<file path="config.mk">
export PLATFORM = sky130hd
export DESIGN_NAME = hdma_region_arbiter_flat
export DESIGN_NICKNAME = d
export VERILOG_FILES = /design/src/rtl/hdma_region_arbiter_if.sv /design/src/rtl/hdma_region_arbiter.sv /design/src/flat_wrapper.sv
export SDC_FILE = /design/constraint.sdc
export NUM_CORES = 1
export LEC_CHECK = 0
export BUFFER_PORTS_ARGS = -buffer_cell sky130_fd_sc_hd__buf_4
export CORE_AREA = 3 3 188 190
export DETAILED_ROUTE_END_ITERATION = 8
export DIE_AREA = 0 0 191 193
export GPL_TIMING_DRIVEN = 0
export PLACE_DENSITY = 0.49
export SLEW_MARGIN = 20
export SYNTH_ARGS = -nofsm -noshare
export SYNTH_HDL_FRONTEND = slang
export SYNTH_SLANG_ARGS = --single-unit
</file>
<file path="constraint.sdc">
create_clock -name aclk -period 8.8 [get_ports aclk]
set_clock_uncertainty 0.05 [all_clocks]
set_input_delay 0.88 -clock aclk [delete_from_list [all_inputs] [get_ports aclk]]
set_output_delay 0.88 -clock aclk [all_outputs]
set_load 0.01 [all_outputs]
</file>
<file path="src/rtl/hdma_region_arbiter_if.sv">
// Bundle of request, completion and status signals around hdma_region_arbiter.
// master: arbiter side (drives s_req_ready, m_req_*, m_done_valid, status).
// slave:  environment side (region queues, DMA engine).
interface hdma_region_arbiter_if #(
  parameter int unsigned N_REGIONS = 4,
  parameter int unsigned ADDR_BITS = 64,
  parameter int unsigned LEN_BITS  = 28,
  parameter int unsigned CPL_DEPTH = 16,
  parameter int unsigned SRC_BITS  = $clog2(N_REGIONS)
);
  logic [N_REGIONS-1:0]           s_req_valid;
  logic [N_REGIONS-1:0]           s_req_ready;
  logic [N_REGIONS*ADDR_BITS-1:0] s_req_paddr;
  logic [N_REGIONS*LEN_BITS-1:0]  s_req_len;
  logic [N_REGIONS-1:0]           s_req_last;
  logic                           m_req_valid;
  logic                           m_req_ready;
  logic [ADDR_BITS-1:0]           m_req_paddr;
  logic [LEN_BITS-1:0]            m_req_len;
  logic                           m_req_last;
  logic [SRC_BITS-1:0]            m_req_src;
  logic                           s_done_valid;
  logic [N_REGIONS-1:0]           m_done_valid;
  logic [$clog2(CPL_DEPTH):0]     outstanding;
  logic                           err_unexp_done;

  modport master (
    input  s_req_valid, s_req_paddr, s_req_len, s_req_last, m_req_ready, s_done_valid,
    output s_req_ready, m_req_valid, m_req_paddr, m_req_len, m_req_last, m_req_src,
    output m_done_valid, outstanding, err_unexp_done
  );

  modport slave (
    output s_req_valid, s_req_paddr, s_req_len, s_req_last, m_req_ready, s_done_valid,
    input  s_req_ready, m_req_valid, m_req_paddr, m_req_len, m_req_last, m_req_src,
    input  m_done_valid, outstanding, err_unexp_done
  );
endinterface

</file>
<file path="src/rtl/hdma_region_arbiter.sv">
// Round-robin merge of per-region host DMA requests into one channel, with an
// in-order completion FIFO that routes done pulses back to the issuing region.
// Optional feature: define MMU_ARB_LAST_LOCK_EN to lock the channel to one region
// until it issues a request with last = 1.
module hdma_region_arbiter #(
  parameter int unsigned N_REGIONS = 4,
  parameter int unsigned ADDR_BITS = 64,
  parameter int unsigned LEN_BITS  = 28,
  parameter int unsigned CPL_DEPTH = 16,
  parameter int unsigned SRC_BITS  = $clog2(N_REGIONS)
) (
  input logic                    aclk,
  input logic                    areset,
  hdma_region_arbiter_if.master  bus
);

  localparam int unsigned PTR_BITS = $clog2(CPL_DEPTH);
  localparam int unsigned CNT_BITS = PTR_BITS + 1;

  localparam logic [0:0] IDLE = 1'b0;
  localparam logic [0:0] SEND = 1'b1;

  logic [0:0]           state_q;
  logic [SRC_BITS-1:0]  rr_ptr_q;
  logic [ADDR_BITS-1:0] m_req_paddr_q;
  logic [LEN_BITS-1:0]  m_req_len_q;
  logic                 m_req_last_q;
  logic [SRC_BITS-1:0]  m_req_src_q;

  logic [SRC_BITS-1:0]  fifo_q [CPL_DEPTH];
  logic [PTR_BITS-1:0]  wr_ptr_q;
  logic [PTR_BITS-1:0]  rd_ptr_q;
  logic [CNT_BITS-1:0]  count_q;
  logic [N_REGIONS-1:0] m_done_valid_q;
  logic                 err_unexp_done_q;

  logic [SRC_BITS-1:0]  cand;
  logic [SRC_BITS-1:0]  grant_idx;
  logic                 grant_found;
  logic                 grant_ok;
  logic                 push;
  logic                 pop;
  logic [SRC_BITS-1:0]  rr_next;

`ifdef MMU_ARB_LAST_LOCK_EN
  logic lock_q;
`endif

  // Cyclic search for the first valid region at or above rr_ptr.
  always_comb begin
    grant_found = 1'b0;
    grant_idx   = '0;
    cand        = '0;
    for (int i = 0; i < int'(N_REGIONS); i++) begin
      cand = SRC_BITS'((int'(rr_ptr_q) + i) % int'(N_REGIONS));
      if (!grant_found && bus.s_req_valid[cand]) begin
        grant_found = 1'b1;
        grant_idx   = cand;
      end
    end
`ifdef MMU_ARB_LAST_LOCK_EN
    // While locked only the region mid-transfer may be granted, even if idle.
    if (lock_q) begin
      grant_found = bus.s_req_valid[m_req_src_q];
      grant_idx   = m_req_src_q;
    end
`endif
  end

  // Count excludes the SEND request; only one can be in flight, so <DEPTH is safe.
  assign grant_ok = !areset && (state_q == IDLE) && grant_found &&
                    (count_q < CNT_BITS'(CPL_DEPTH));
  assign push     = (state_q == SEND) && bus.m_req_ready;
  // Legality uses the pre-cycle count; a same-cycle push does not make a done legal.
  assign pop      = bus.s_done_valid && (count_q != '0);
  assign rr_next  = (m_req_src_q == SRC_BITS'(N_REGIONS - 1)) ? '0 : m_req_src_q + 1'b1;

  assign bus.s_req_ready    = grant_ok ? (N_REGIONS'(1) << grant_idx) : '0;
  assign bus.m_req_valid    = (state_q == SEND);
  assign bus.m_req_paddr    = m_req_paddr_q;
  assign bus.m_req_len      = m_req_len_q;
  assign bus.m_req_last     = m_req_last_q;
  assign bus.m_req_src      = m_req_src_q;
  assign bus.m_done_valid   = m_done_valid_q;
  assign bus.outstanding    = count_q;
  assign bus.err_unexp_done = err_unexp_done_q;

  // Grant/send FSM, output request register and round-robin pointer.
  always_ff @(posedge aclk) begin
    if (areset) begin
      state_q       <= IDLE;
      rr_ptr_q      <= '0;
      m_req_paddr_q <= '0;
      m_req_len_q   <= '0;
      m_req_last_q  <= 1'b0;
      m_req_src_q   <= '0;
`ifdef MMU_ARB_LAST_LOCK_EN
      lock_q        <= 1'b0;
`endif
    end else if (grant_ok) begin
      state_q       <= SEND;
      m_req_paddr_q <= bus.s_req_paddr[grant_idx*ADDR_BITS +: ADDR_BITS];
      m_req_len_q   <= bus.s_req_len[grant_idx*LEN_BITS +: LEN_BITS];
      m_req_last_q  <= bus.s_req_last[grant_idx];
      m_req_src_q   <= grant_idx;
    end else if (push) begin
      state_q <= IDLE;
`ifdef MMU_ARB_LAST_LOCK_EN
      if (m_req_last_q) begin
        rr_ptr_q <= rr_next;
        lock_q   <= 1'b0;
      end else begin
        lock_q   <= 1'b1;
      end
`else
      rr_ptr_q <= rr_next;
`endif
    end
  end

  // Completion FIFO pointers and outstanding count.
  always_ff @(posedge aclk) begin
    if (areset) begin
      wr_ptr_q <= '0;
      rd_ptr_q <= '0;
      count_q  <= '0;
    end else begin
      if (push) wr_ptr_q <= wr_ptr_q + 1'b1;
      if (pop)  rd_ptr_q <= rd_ptr_q + 1'b1;
      case ({push, pop})
        2'b10:   count_q <= count_q + 1'b1;
        2'b01:   count_q <= count_q - 1'b1;
        default: count_q <= count_q;
      endcase
    end
  end

  // Completion FIFO storage; contents are meaningless while count is zero.
  always_ff @(posedge aclk) begin
    if (push) fifo_q[wr_ptr_q] <= m_req_src_q;
  end

  // One-cycle done routing and unexpected-done error pulse.
  always_ff @(posedge aclk) begin
    if (areset) begin
      m_done_valid_q   <= '0;
      err_unexp_done_q <= 1'b0;
    end else begin
      m_done_valid_q   <= pop ? (N_REGIONS'(1) << fifo_q[rd_ptr_q]) : '0;
      err_unexp_done_q <= bus.s_done_valid && (count_q == '0);
    end
  end

endmodule

</file>
<file path="src/flat_wrapper.sv">
// flat-port wrapper written by rule: the top's interface ports become plain ports
module hdma_region_arbiter_flat 
#(
  parameter int unsigned N_REGIONS = 4,
  parameter int unsigned ADDR_BITS = 64,
  parameter int unsigned LEN_BITS  = 28,
  parameter int unsigned CPL_DEPTH = 16,
  parameter int unsigned SRC_BITS  = $clog2(N_REGIONS)
)
  (aclk, areset, bus_s_req_valid, bus_s_req_paddr, bus_s_req_len, bus_s_req_last, bus_m_req_ready, bus_s_done_valid, bus_s_req_ready, bus_m_req_valid, bus_m_req_paddr, bus_m_req_len, bus_m_req_last, bus_m_req_src, bus_m_done_valid, bus_outstanding, bus_err_unexp_done);
  hdma_region_arbiter_if #(.N_REGIONS(N_REGIONS), .ADDR_BITS(ADDR_BITS), .LEN_BITS(LEN_BITS), .CPL_DEPTH(CPL_DEPTH), .SRC_BITS(SRC_BITS)) bus_i ();
  input logic aclk;
  input logic areset;
  input wire logic [$bits(bus_i.s_req_valid)-1:0] bus_s_req_valid;
  input wire logic [$bits(bus_i.s_req_paddr)-1:0] bus_s_req_paddr;
  input wire logic [$bits(bus_i.s_req_len)-1:0] bus_s_req_len;
  input wire logic [$bits(bus_i.s_req_last)-1:0] bus_s_req_last;
  input wire logic [$bits(bus_i.m_req_ready)-1:0] bus_m_req_ready;
  input wire logic [$bits(bus_i.s_done_valid)-1:0] bus_s_done_valid;
  output wire logic [$bits(bus_i.s_req_ready)-1:0] bus_s_req_ready;
  output wire logic [$bits(bus_i.m_req_valid)-1:0] bus_m_req_valid;
  output wire logic [$bits(bus_i.m_req_paddr)-1:0] bus_m_req_paddr;
  output wire logic [$bits(bus_i.m_req_len)-1:0] bus_m_req_len;
  output wire logic [$bits(bus_i.m_req_last)-1:0] bus_m_req_last;
  output wire logic [$bits(bus_i.m_req_src)-1:0] bus_m_req_src;
  output wire logic [$bits(bus_i.m_done_valid)-1:0] bus_m_done_valid;
  output wire logic [$bits(bus_i.outstanding)-1:0] bus_outstanding;
  output wire logic [$bits(bus_i.err_unexp_done)-1:0] bus_err_unexp_done;
  assign bus_i.s_req_valid = bus_s_req_valid;
  assign bus_i.s_req_paddr = bus_s_req_paddr;
  assign bus_i.s_req_len = bus_s_req_len;
  assign bus_i.s_req_last = bus_s_req_last;
  assign bus_i.m_req_ready = bus_m_req_ready;
  assign bus_i.s_done_valid = bus_s_done_valid;
  assign bus_s_req_ready = bus_i.s_req_ready;
  assign bus_m_req_valid = bus_i.m_req_valid;
  assign bus_m_req_paddr = bus_i.m_req_paddr;
  assign bus_m_req_len = bus_i.m_req_len;
  assign bus_m_req_last = bus_i.m_req_last;
  assign bus_m_req_src = bus_i.m_req_src;
  assign bus_m_done_valid = bus_i.m_done_valid;
  assign bus_outstanding = bus_i.outstanding;
  assign bus_err_unexp_done = bus_i.err_unexp_done;
  hdma_region_arbiter #(.N_REGIONS(N_REGIONS), .ADDR_BITS(ADDR_BITS), .LEN_BITS(LEN_BITS), .CPL_DEPTH(CPL_DEPTH), .SRC_BITS(SRC_BITS)) u_core (.aclk(aclk), .areset(areset), .bus(bus_i));
endmodule
</file>
==> metrics.yaml <==
run_status:
  status: "finished, final reports clean"
power:
  peakVddDrop_mv: 0.133
  power_leakage_nw: 6.17
  power_density_nw_per_um2: 215
worst_hold_path:
  worstHoldStart: "u_core.bus.m_req_paddr[30]"
  hp-class: "reg2reg"
  hold_end: "u_core.bus.m_req_paddr[30]"
  holdPathStages: 2
global_routing:
  grt_antenna_before_repair: 7
  grt_pass1_wl_um: 53400
  grt_use_total_pct: 19.9
  overflow: 0
  grt_max_degree: 21
  grt_pass1_vias: 8048
synth:
  synth-edff-count: 32
  synthTopCellsByArea: "dfxtp_1 31%, mux2i_1 25%, edfxtp_1 12%"
  yosysUniqueCellTypes: 46
  synth_flop_cell: "dfxtp_1"
  yosysWarnings: 0
  synth_top_cell_by_area: "dfxtp_1"
  postSynthAreaPerCell_um2: 10.5
  synth_nets: 1130
  syn_area_um2: 7810
  netlist.area_leader.share_pct: 30.7
  seq_area_frac_synth_pct: 43.0
  synthCells: 741
  ys_async_sr_fraction_pct: 0
  ys_seq_elements: 152
floorplanning:
  die-area_um2: 36900
  core_area_um2: 33600
  dieWidth_um: 191
  die_y_um: 193
  initial_core_util_pct: 23.2
  core.rowCount: 67
  ios: 490
cells_and_area:
  fill_cells: 3496
  final_common_cell: "buf_4"
  layout_common_cells: "489 x buf_4, 192 x mux2i_1, 120 x dfxtp_1, 111 x nand2_1, 93 x o221ai_1"
  instances_no_fill: 1713
  drive_above_1_share_pct: 43.8
  fin_nets: 1638
  syn_to_final_growth_pct: 61.2
clocking:
  clock_latency_ps: 430
  cts_tree: "yes"
  post_cts_buffers: 0
  hold_buffers: 0
  clockBufferDepth: 2
  root_buffer: "clkbuf_16"
  post_cts_resize_count: 0
  clkSinkCount: 152
  cts_made_buffers: 17
  clk_pin_slew_ps: 70
  htree_levels: 4
drt:
  firstDrtPassIters: 5
  antenna_left: 0
  wl_um: 38700
  drtIter0Drc: 330
  wl_per_cell_um: 22.6
  drc_errors: 0
  vias_per_cell: 4.60
  vias: 7882
placement:
  port_buffers: 489
  detailed_place_hpwl_um: 31500
  place_congestion: 0.815
  numPlacedInstances: 1678
critical_path:
  crit_chain: "buf_4 > nor4_1 > or3_1 > nor2_1 > nand2b_1 > clkbuf_1 > clkbuf_1 > nor2_1 > buf_4"
  worstPathRequired_ps: 7870
  critical_path_class: "in2out"
  startpoint_type: "input pin"
  reg2reg_depth: 9
  worst_path_largest_cell_delay_ps: 500
  reg2reg_from: "u_core.bus.outstanding[1]"
  arrival_ps: 2850
  ff2ff_setup_slack_ps: 5600
  slowest_stage: "clkbuf_1"
  worst-path-max-fanout: 10
  end_kind: "output port"
  reg2reg_to: "u_core.bus.outstanding[4]"
timing:
  period_needed_ps: 3780
  tightest_slew_ps: 1100
  slew_headroom_pct: 26.8
  finalMaxSlewViolations: 0
  post-route-period-util_pct: 42.9
  hold_viol: 0
  setup_tns_ps: 0
  rsz0062_at_grt: "no"
  setup_viol: 0
  clock.fmax_mhz: 265
run:
  max-cap-violations: 0
[state kept, by name, indices dropped and copies added, names as in the netlist, 4 cells and up, named ones only]
signal and flops:
u_core.bus.m_req_paddr 64, u_core.fifo_q 32, u_core.wr_ptr_q 4, u_core.bus.m_done_valid 4, u_core.bus.outstanding 5, u_core.bus.m_req_len 28
u_core.rd_ptr_q 4
[cell usage after synthesis, types with 2 or more instances]
cell type	instances
xor2_1	6
buf_6	15
or3_1	3
buf_2	8
inv_1	3
clkbuf_1	38
a31oi_1	2
o211ai_1	2
ha_1	9
mux4_2	8
dfxtp_1	120
nor2_1	39
or4_1	3
nor2b_1	4
nand2_1	111
o221ai_1	93
nand4_1	2
and2_1	2
nor3_1	7
edfxtp_1	32
nand2b_1	6
mux2i_1	192
a21oi_1	8
xnor2_1	3
nor4_1	3
o21ai_1	2
[area by class of cell]
| cell class | count | area [um2] | share of cell area, % |
|---|---|---|---|
| multi-input combinational | 523 | 4080 | 32.4 |
| timing repair buffer | 489 | 3670 | 29.1 |
| sequential | 152 | 3360 | 26.7 |
| tap | 448 | 561 | 4.45 |
| clock buffer | 19 | 433 | 3.44 |
| buffer | 62 | 355 | 2.82 |
| clock inverter | 13 | 113 | 0.894 |
| inverter | 4 | 15.0 | 0.119 |
| antenna | 3 | 7.51 | 0.0596 |
[worst max-delay path, delay by kind of cell]
family / cells / cell delay [ps]
simple gates: 5 / 820
buf+inv: 4 / 1140
[cells by family (layout without fill, tap and decap cells)]
kind of cell | after synthesis | count (layout) | share of synthesized area [%]
AO/OA/AOI/OAI | 117 | 117 | 12.5
adder cells (fa/ha/maj) | 9 | 9 | 1.44
buffers and inverters | 66 | 587 | 4.74
AND/OR/NAND/NOR | 187 | 187 | 10.3
flip-flops | 152 | 152 | 43.0
other | 0 | 3 | 0
multiplexers | 201 | 201 | 27.0
XOR/XNOR | 9 | 9 | 1.01
[worst max-delay path by stage]
stage | to | slack, ps | start | cells past startpoint
after floorplan | bus_s_req_ready[1] | 5660 | bus_s_req_valid[0] | 7
after global placement | bus_s_req_ready[0] | 4980 | bus_s_req_valid[1] | 9
after detailed placement | bus_s_req_ready[1] | 4970 | bus_s_req_valid[1] | 9
after CTS | bus_s_req_ready[1] | 4950 | bus_s_req_valid[1] | 9
after global routing | bus_s_req_ready[1] | 4790 | bus_s_req_valid[1] | 9
final | bus_s_req_ready[1] | 5020 | bus_s_req_valid[1] | 9
[routing by layer]
metal | wire, um | part of all wire, % | vias up | GRT usage, %
met2 | 19800 | 51 | 253 | 34.4
met4 | 714 | 1.8 | 8 | 5.05
met1 | 15200 | 39 | 3763 | 23.8
met5 | 54 | 0.14 | - | 0
met3 | 2980 | 7.7 | 39 | 7.11
li1 | - | - | 3819 | -
[where the power goes]
group | internal [W] | switching (W)
Clock | 0.000371 | 0.000338
Combinational | 0.000510 | 0.000540
Sequential | 0.000857 | 0.0000976
Total | 0.00174 | 0.000976
[per-stage QoR]
stage                     instance area (um2)  utilization (%)  hold slack [ps]  worst slack [ps]  power, W
after floorplan                          7820                -              422              5660   0.00147
after CTS                               12600             37.5              418              4950   0.00275
final                                   12600             37.5              416              5020   0.00271
after detailed placement                12000             35.8              398              4970   0.00203
after global routing                    12600             37.5              431              4790   0.00287
after global placement                  12000             35.8              396              4980   0.00203
Note: power is estimated with default switching activity, not from simulation.
